===== config.mk =====
export PLATFORM = sky130hd
export DESIGN_NAME = sort_result_collector
export DESIGN_NICKNAME = d
export VERILOG_FILES = /design/src/rtl/sort_result_collector.sv
export SDC_FILE = /design/constraint.sdc
export NUM_CORES = 1
export LEC_CHECK = 0
export BUFFER_PORTS_ARGS = -buffer_cell sky130_fd_sc_hd__buf_2
export CORE_UTILIZATION = 24
export DETAILED_ROUTE_END_ITERATION = 10
export GPL_TIMING_DRIVEN = 0
export PLACE_DENSITY_LB_ADDON = 0.1
export SYNTH_ARGS = -nofsm -noshare
export SYNTH_HDL_FRONTEND = slang
export SYNTH_SLANG_ARGS = --single-unit

===== constraint.sdc =====
create_clock -name clk -period 6.13 [get_ports clk]
set_input_delay 0.3065 -clock clk [delete_from_list [all_inputs] [get_ports clk]]
set_output_delay 0.3065 -clock clk [all_outputs]
set_load 0.01 [all_outputs]

===== src/rtl/sort_result_collector.sv =====
// sort_result_collector: consumes one frame of N signed words from the sorter
// stream and reports the frame's order check, min, max, median and sum.
// No element storage is used. Running values are kept internally, and the
// visible results are reloaded only when a frame completes.
module sort_result_collector #(
  parameter int N      = 10,
  parameter int DATA_W = 32,
  parameter int IDX_W  = $clog2(N),
  parameter int SUM_W  = DATA_W + $clog2(N)
) (
  input  logic                     clk,
  input  logic                     rst,
  input  logic signed [DATA_W-1:0] data_serial_i,
  input  logic                     data_valid_i,
  output logic                     done_o,
  output logic                     sorted_ok_o,
  output logic [IDX_W-1:0]         err_idx_o,
  output logic signed [DATA_W-1:0] min_o,
  output logic signed [DATA_W-1:0] max_o,
  output logic signed [DATA_W-1:0] median_o,
  output logic signed [SUM_W-1:0]  sum_o,
  output logic [IDX_W:0]           count_o
);

  typedef enum logic [1:0] {IDLE, COLLECT, DONE} state_t;

  localparam logic [IDX_W-1:0] LAST_IDX = IDX_W'(N - 1);
  localparam logic [IDX_W-1:0] MID_HI   = IDX_W'(N / 2);
  localparam logic [IDX_W-1:0] MID_LO   = IDX_W'(N / 2 - 1);
  localparam bit               N_EVEN   = (N % 2) == 0;

  state_t                   state_q, state_d;
  logic [IDX_W:0]           count_q, count_d;
  logic signed [DATA_W-1:0] min_q, min_d, max_q, max_d;
  logic signed [DATA_W-1:0] prev_q, prev_d, mlo_q, mlo_d, med_q, med_d;
  logic signed [SUM_W-1:0]  sum_q, sum_d;
  logic                     ok_q, ok_d;
  logic [IDX_W-1:0]         err_q, err_d;

  // Published results, held across the next frame until it completes
  logic                     done_q, done_d;
  logic signed [DATA_W-1:0] rmin_q, rmin_d, rmax_q, rmax_d, rmed_q, rmed_d;
  logic signed [SUM_W-1:0]  rsum_q, rsum_d;

  logic                     first;
  logic [IDX_W-1:0]         idx;
  logic signed [SUM_W-1:0]  w_ext;
  logic signed [DATA_W:0]   mpair;

  // Arrival index of the incoming word, and the widened forms used by the datapath
  always_comb begin
    first = (state_q != COLLECT);
    idx   = first ? '0 : count_q[IDX_W-1:0];
    w_ext = {{(SUM_W-DATA_W){data_serial_i[DATA_W-1]}}, data_serial_i};
    // The pair is summed one bit wider, so taking bits [DATA_W:1] is an
    // arithmetic shift that rounds toward -inf.
    mpair = {mlo_q[DATA_W-1], mlo_q} + {data_serial_i[DATA_W-1], data_serial_i};
  end

  // Next-state logic: accumulate on each valid word, and publish on the last one
  always_comb begin
    state_d = state_q;
    count_d = count_q;
    min_d   = min_q;
    max_d   = max_q;
    sum_d   = sum_q;
    prev_d  = prev_q;
    mlo_d   = mlo_q;
    med_d   = med_q;
    ok_d    = ok_q;
    err_d   = err_q;
    done_d  = done_q;
    rmin_d  = rmin_q;
    rmax_d  = rmax_q;
    rmed_d  = rmed_q;
    rsum_d  = rsum_q;
    if (data_valid_i) begin
      if (first) begin
        min_d   = data_serial_i;
        max_d   = data_serial_i;
        sum_d   = w_ext;
        count_d = (IDX_W+1)'(1);
        ok_d    = 1'b1;
        err_d   = '0;
        done_d  = 1'b0;
        state_d = COLLECT;
      end else begin
        sum_d   = sum_q + w_ext;
        if (data_serial_i < min_q) min_d = data_serial_i;
        if (data_serial_i > max_q) max_d = data_serial_i;
        if (data_serial_i < prev_q && ok_q) begin
          ok_d  = 1'b0;
          err_d = idx;
        end
        count_d = count_q + 1'b1;
      end
      prev_d = data_serial_i;
      if (N_EVEN) begin
        if (idx == MID_LO) mlo_d = data_serial_i;
        if (idx == MID_HI) med_d = mpair[DATA_W:1];
      end else begin
        if (idx == MID_HI) med_d = data_serial_i;
      end
      if (idx == LAST_IDX) begin
        state_d = DONE;
        done_d  = 1'b1;
        rmin_d  = min_d;
        rmax_d  = max_d;
        rmed_d  = med_d;
        rsum_d  = sum_d;
      end
    end
  end

  // State and accumulator registers; reset discards any partial frame
  always_ff @(posedge clk) begin
    if (rst) begin
      state_q <= IDLE;
      count_q <= '0;
      min_q   <= '0;
      max_q   <= '0;
      sum_q   <= '0;
      prev_q  <= '0;
      mlo_q   <= '0;
      med_q   <= '0;
      ok_q    <= 1'b1;
      err_q   <= '0;
      done_q  <= 1'b0;
      rmin_q  <= '0;
      rmax_q  <= '0;
      rmed_q  <= '0;
      rsum_q  <= '0;
    end else begin
      state_q <= state_d;
      count_q <= count_d;
      min_q   <= min_d;
      max_q   <= max_d;
      sum_q   <= sum_d;
      prev_q  <= prev_d;
      mlo_q   <= mlo_d;
      med_q   <= med_d;
      ok_q    <= ok_d;
      err_q   <= err_d;
      done_q  <= done_d;
      rmin_q  <= rmin_d;
      rmax_q  <= rmax_d;
      rmed_q  <= rmed_d;
      rsum_q  <= rsum_d;
    end
  end

  assign done_o      = done_q;
  assign sorted_ok_o = ok_q;
  assign err_idx_o   = err_q;
  assign min_o       = rmin_q;
  assign max_o       = rmax_q;
  assign median_o    = rmed_q;
  assign sum_o       = rsum_q;
  assign count_o     = count_q;

endmodule


# --- Word-level counts from Yosys, hierarchy flattened ---
# Index checks and enable logic that the tools add are counted.
# Widths: inputs -> output; s select.
totals:
  register_bits: 341
  wordCells: 48
op_classes:
  addsub: 3
  n_lt_le_gt_ge: 3
  n_eq_ne: 4
  muxes: 16
  n_reduce_logical: 7
op_table:
  columns: ["operator", "n"]
  rows:
  - ["$mux 32", 5]
  - ["$lt 32x32->1", 2]
  - ["$add 36x32->36", 1]
  - ["$mux 36", 1]
  - ["$add 32x32->33", 1]
  - ["$gt 32x32->1", 1]
  - ["$mux 4", 3]
  - ["$eq 4x3->1 const B", 2]
  - ["$reduce_and 2->1", 4]
  - ["$add 5x1->5 const B", 1]
  - ["$mux 5", 1]
  - ["$eq 4x4->1 const B", 1]
  - ["$mux 1", 4]
  - ["$mux 2", 2]
  - ["$reduce_bool 2->1", 2]
  - ["$ne 2x1->1 const B", 1]
  - ["$logic_and 1x1->1", 1]

# --- Depth between registers and ports, before layout ---
logic_depth:
  depth_word: 5
  depth_mapped: 13
  ltp_nobuf: 11

# --- Least setup slack after synthesis ---
# Ideal clock, no wire load.
synth_path:
  path_type: "input to register"
  start: "in data_serial_i[0]"
  end: "reg rsum_q[34] (netlist: sum_o[34])"
  setup_time_ns: 0.074
  arrival_ns: 2.556
  required_time_ns: 6.056
  path_slack_ns: 3.500
  stages: 11
  path_buffers: 0
  cell_sequence: "ha_1 > inv_1 > fa_1 > nor2b_4 > o31ai_2 > a21oi_2 > a211oi_4 > nor3_2 > or2_4 > or4_1 > a31oi_1"
synth_via:
  elab_chain_len: 2
synth_rtl:
  columns: ["item", "line_no", "text"]
  rows:
  - ["from (decl)", "13", "input logic signed [DATA_W-1:0] data_serial_i,"]
  - ["$add 36x32->36", "88", "sum_d = sum_q + w_ext;"]
  - ["$mux 36", "78", "if (first) begin"]
  - ["to (signal assigned)", "148", "rsum_q <= rsum_d;"]
  - ["to (decl)", "43", "logic signed [SUM_W-1:0] rsum_q, rsum_d;"]
# No other way between the ends.
# A chain may end at the register's enable or synchronous reset.

# --- Worst setup path after layout ---
layout_path:
  start: "reg count_q[0] (netlist: count_o[0])"
  end: "reg rmin_q[30] (netlist: min_o[30])"
layout_via:
  elab_chain_len: 3
layout_rtl:
  columns: ["item", "line_no", "text"]
  rows:
  - ["from (decl)", "33", "logic [IDX_W:0] count_q, count_d;"]
  - ["from (signal assigned)", "135", "count_q <= count_d;"]
  - ["$mux 4", "53", "idx = first ? '0 : count_q[IDX_W-1:0];"]
  - ["$eq 4x4->1", "104", "if (idx == LAST_IDX) begin"]
  - ["$reduce_and 2->1 (no line)", null, null]
  - ["to (signal assigned)", "145", "rmin_q <= rmin_d;"]
  - ["to (decl)", "42", "logic signed [DATA_W-1:0] rmin_q, rmin_d, rmax_q, rmax_d, rmed_q, rmed_d;"]
# No other way between the ends.

==> impl_metrics.yaml <==
outcome:
  run_status: "finished, final reports clean"
sta:
  whs_ps: 156
  tightest_slew_ps: 1340
  min_period_ps: 4300
  max_freq_ghz: 0.232
  fin_ws_ps: 1830
  fin_skew_ps: 26.0
  relSlewSlack: 0.107
  tns_ps: 0
  setup_viol: 0
  hold_viol: 0
  slew_violations: 0
  final.period_utilization: 0.702
  rsz0062_at_grt: "false"
clocking:
  root_buffer: "clkbuf_16"
  tritoncts: "built"
  clk_latency_ps: 590
  numCtsBuffers: 45
  cts_setup_buffers: 0
  clock-sinks: 340
  clockBufferDepth: 3
  clkTransAtPathRegs_ps: 60
  cts_hold_buf: 0
  cts_max_level: 2
  ctsResizeCount: 0
die:
  die_h_um: 284
  dieArea_sq_mm: 0.0807
  dieWidth_um: 284
  fp-row-count: 103
  initial_utilization: 0.242
  ioPinCount: 178
  core-area_sq_mm: 0.0789
place:
  gp_congestion: 0.902
  io_buffers: 177
  dp_hpwl_um: 64000
  pre_cts_ws_ps: 1830
global_route:
  first_global_vias: 17942
  grt_use_total: 0.204
  grt_max_degree: 14
  grt_pass1_wl_um: 123000
  antenna_found_initial: 2
  overflow: 0
layout:
  n_fill_cell: 8615
  ff_latch_area_sq_mm: 0.00681
  drive_gt1_frac: 0.112
  fin_util: 0.290
  multi_input_area_sq_mm: 0.0113
  area_delta_synth_final_pct: 19.8
  num-nets-final: 2772
worst_hold_path:
  hp-start: "data_serial_i[3]"
  hold_class: "input pin to register"
worst_setup_path:
  cp.required_ps: 6620
  worstPathArrival_ps: 4790
  critPathLaunchType: "register"
  startpoint: "count_o[0]"
  crit_type: "register to register"
  cp_max_fo: 10
  rrSetupSlack_ps: 1830
  rr_startpoint: "count_o[0]"
  end_kind: "register"
synthesis:
  syn_inst: 2350
  synth-edff-count: 0
  ys_seq_area_frac: 0.356
  syn_nets: 2548
  synthArstFlopShare: 0
  ys_warn_count: 0
  avgSynthCellArea_sq_um: 8.13
  mappedNetlistArea_sq_mm: 0.0191
  ys_ff_latch: 340
  ys_types: 75
  yosys_most_used_dff: "dfxtp_1"
route:
  wl_met2_um: 36900
  drt_pass1_iterations: 5
  drtIter0Drc: 1213
  ant_nets: 0
  route.detailed.drc: 0
  routed-wl-met3_um: 3950
  route.vias.total: 18436
  wl_per_cell_um: 23.0
  drt-met1-wl_um: 41000
  highest_layer: "met5"
  drt-total-wl_um: 84000
  avgViaCountPerCell: 5.04
power_and_ir_drop:
  leakagePower_nw: 9.39
  power.density_mw_per_mm2: 269
  ir_drop_uv: 172
job:
  maxCapViolations: 0
logic make-up (layout without fill, tap and decap cells):
kind of cell	Yosys count	count (layout)	share of synthesized area
AND/OR/NAND/NOR	702	702	0.168
multiplexers	117	117	0.0613
adder cells (fa/ha/maj)	163	163	0.108
buffers and inverters	268	526	0.0534
other	0	1	0
flip-flops	340	340	0.356
XOR/XNOR	48	48	0.0220
AO/OA/AOI/OAI	712	712	0.232
synth_stat cells (all sizes together), types with 5 or more instances:
cell type	instances	area (sq um)
nor2	236	886
nor2b	9	63.8
buf	24	105
and3	10	62.6
nand2b	8	50.1
nand3b	31	233
o21bai	12	90.1
o21ai	178	891
clkbuf	127	477
xnor2	33	289
or2	6	40.0
a31o	7	61.3
or3	14	87.6
nand2	229	860
ha	161	2010
mux2i	117	1170
a2111oi	6	52.6
nand4	28	175
a31oi	21	138
xor2	15	131
a211oi	74	568
nor3	62	325
o211ai	13	97.6
nor4	6	37.5
a311oi	34	298
and2	8	50.1
o31ai	9	72.6
o22ai	5	31.3
nand3	39	200
a21boi	5	37.5
a21o	44	330
a21oi	255	1290
inv	117	439
a211o	5	43.8
dfxtp	340	6810
o21a	12	90.1
layer usage:
metal,vias up,global-route usage
met2,445,0.320
met3,99,0.0299
li1,8878,-
met5,-,0
met4,2,0.0543
met1,9012,0.289
final timing paths:
check | endpoint | cells after the start
min | mlo_q[3] | 3
max | min_o[30] | 7
min reg2reg | sum_o[25] | 2
max reg2reg | min_o[30] | 7
layout by cell type (no fill, tap or decap), drive strengths merged, types with 21 or more instances in the layout:
cell type	instances
dfxtp	340
mux2i	117
a311oi	34
o21ai	178
inv	117
nor3	62
nand3	39
nand4	28
nand2	229
nor2	236
buf	201
a21oi	255
xnor2	33
a31oi	21
ha	161
nand3b	31
a211oi	74
clkbuf	191
a21o	44
sequential cells by signal, indices dropped and copies added (netlist names):
signal and cells:
sum_q 36, err_idx_o 4, min_q 32, min_o 32
max_q 32, med_q 32, max_o 32, mlo_q 32
state_q 2, prev_q 32, sorted_ok_o 1, count_o 5
median_o 32, sum_o 36
metrics by stage:
stage	cells	cell area, sq um	power, W
after floorplan	2350	19100	0.00299
after global placement	3577	21300	0.00335
after detailed placement	3577	21300	0.00336
after CTS	3658	22900	0.00623
after global routing	3658	22900	0.00643
final	3659	22900	0.00615
power breakdown:
part / switching [W] / leakage, nW / internal [W]
clock: 0.00110 / 0.770 / 0.00173
sequential: 0.0000438 / 2.77 / 0.00228
combinational: 0.000666 / 5.86 / 0.000332
cell type report:
class,instances,share of cell area
multi-input cells,1742,0.493
flip-flops and latches,340,0.298
clock buffers,64,0.0585
well taps,1050,0.0574
repair buffers,177,0.0387
plain buffers,151,0.0254
inverters,117,0.0192
clock inverters,17,0.0102
diodes,1,0.000109
critical path: stages, from the launching register on:
cell,delay [ps]
dfxtp_1,400
clkbuf_1,520
nand4b_1,200
nor3_1,800
clkbuf_1,740
clkbuf_1,1050
o21ai_0,200
a311oi_1,260
Note: power is estimated with default switching activity, not from simulation.
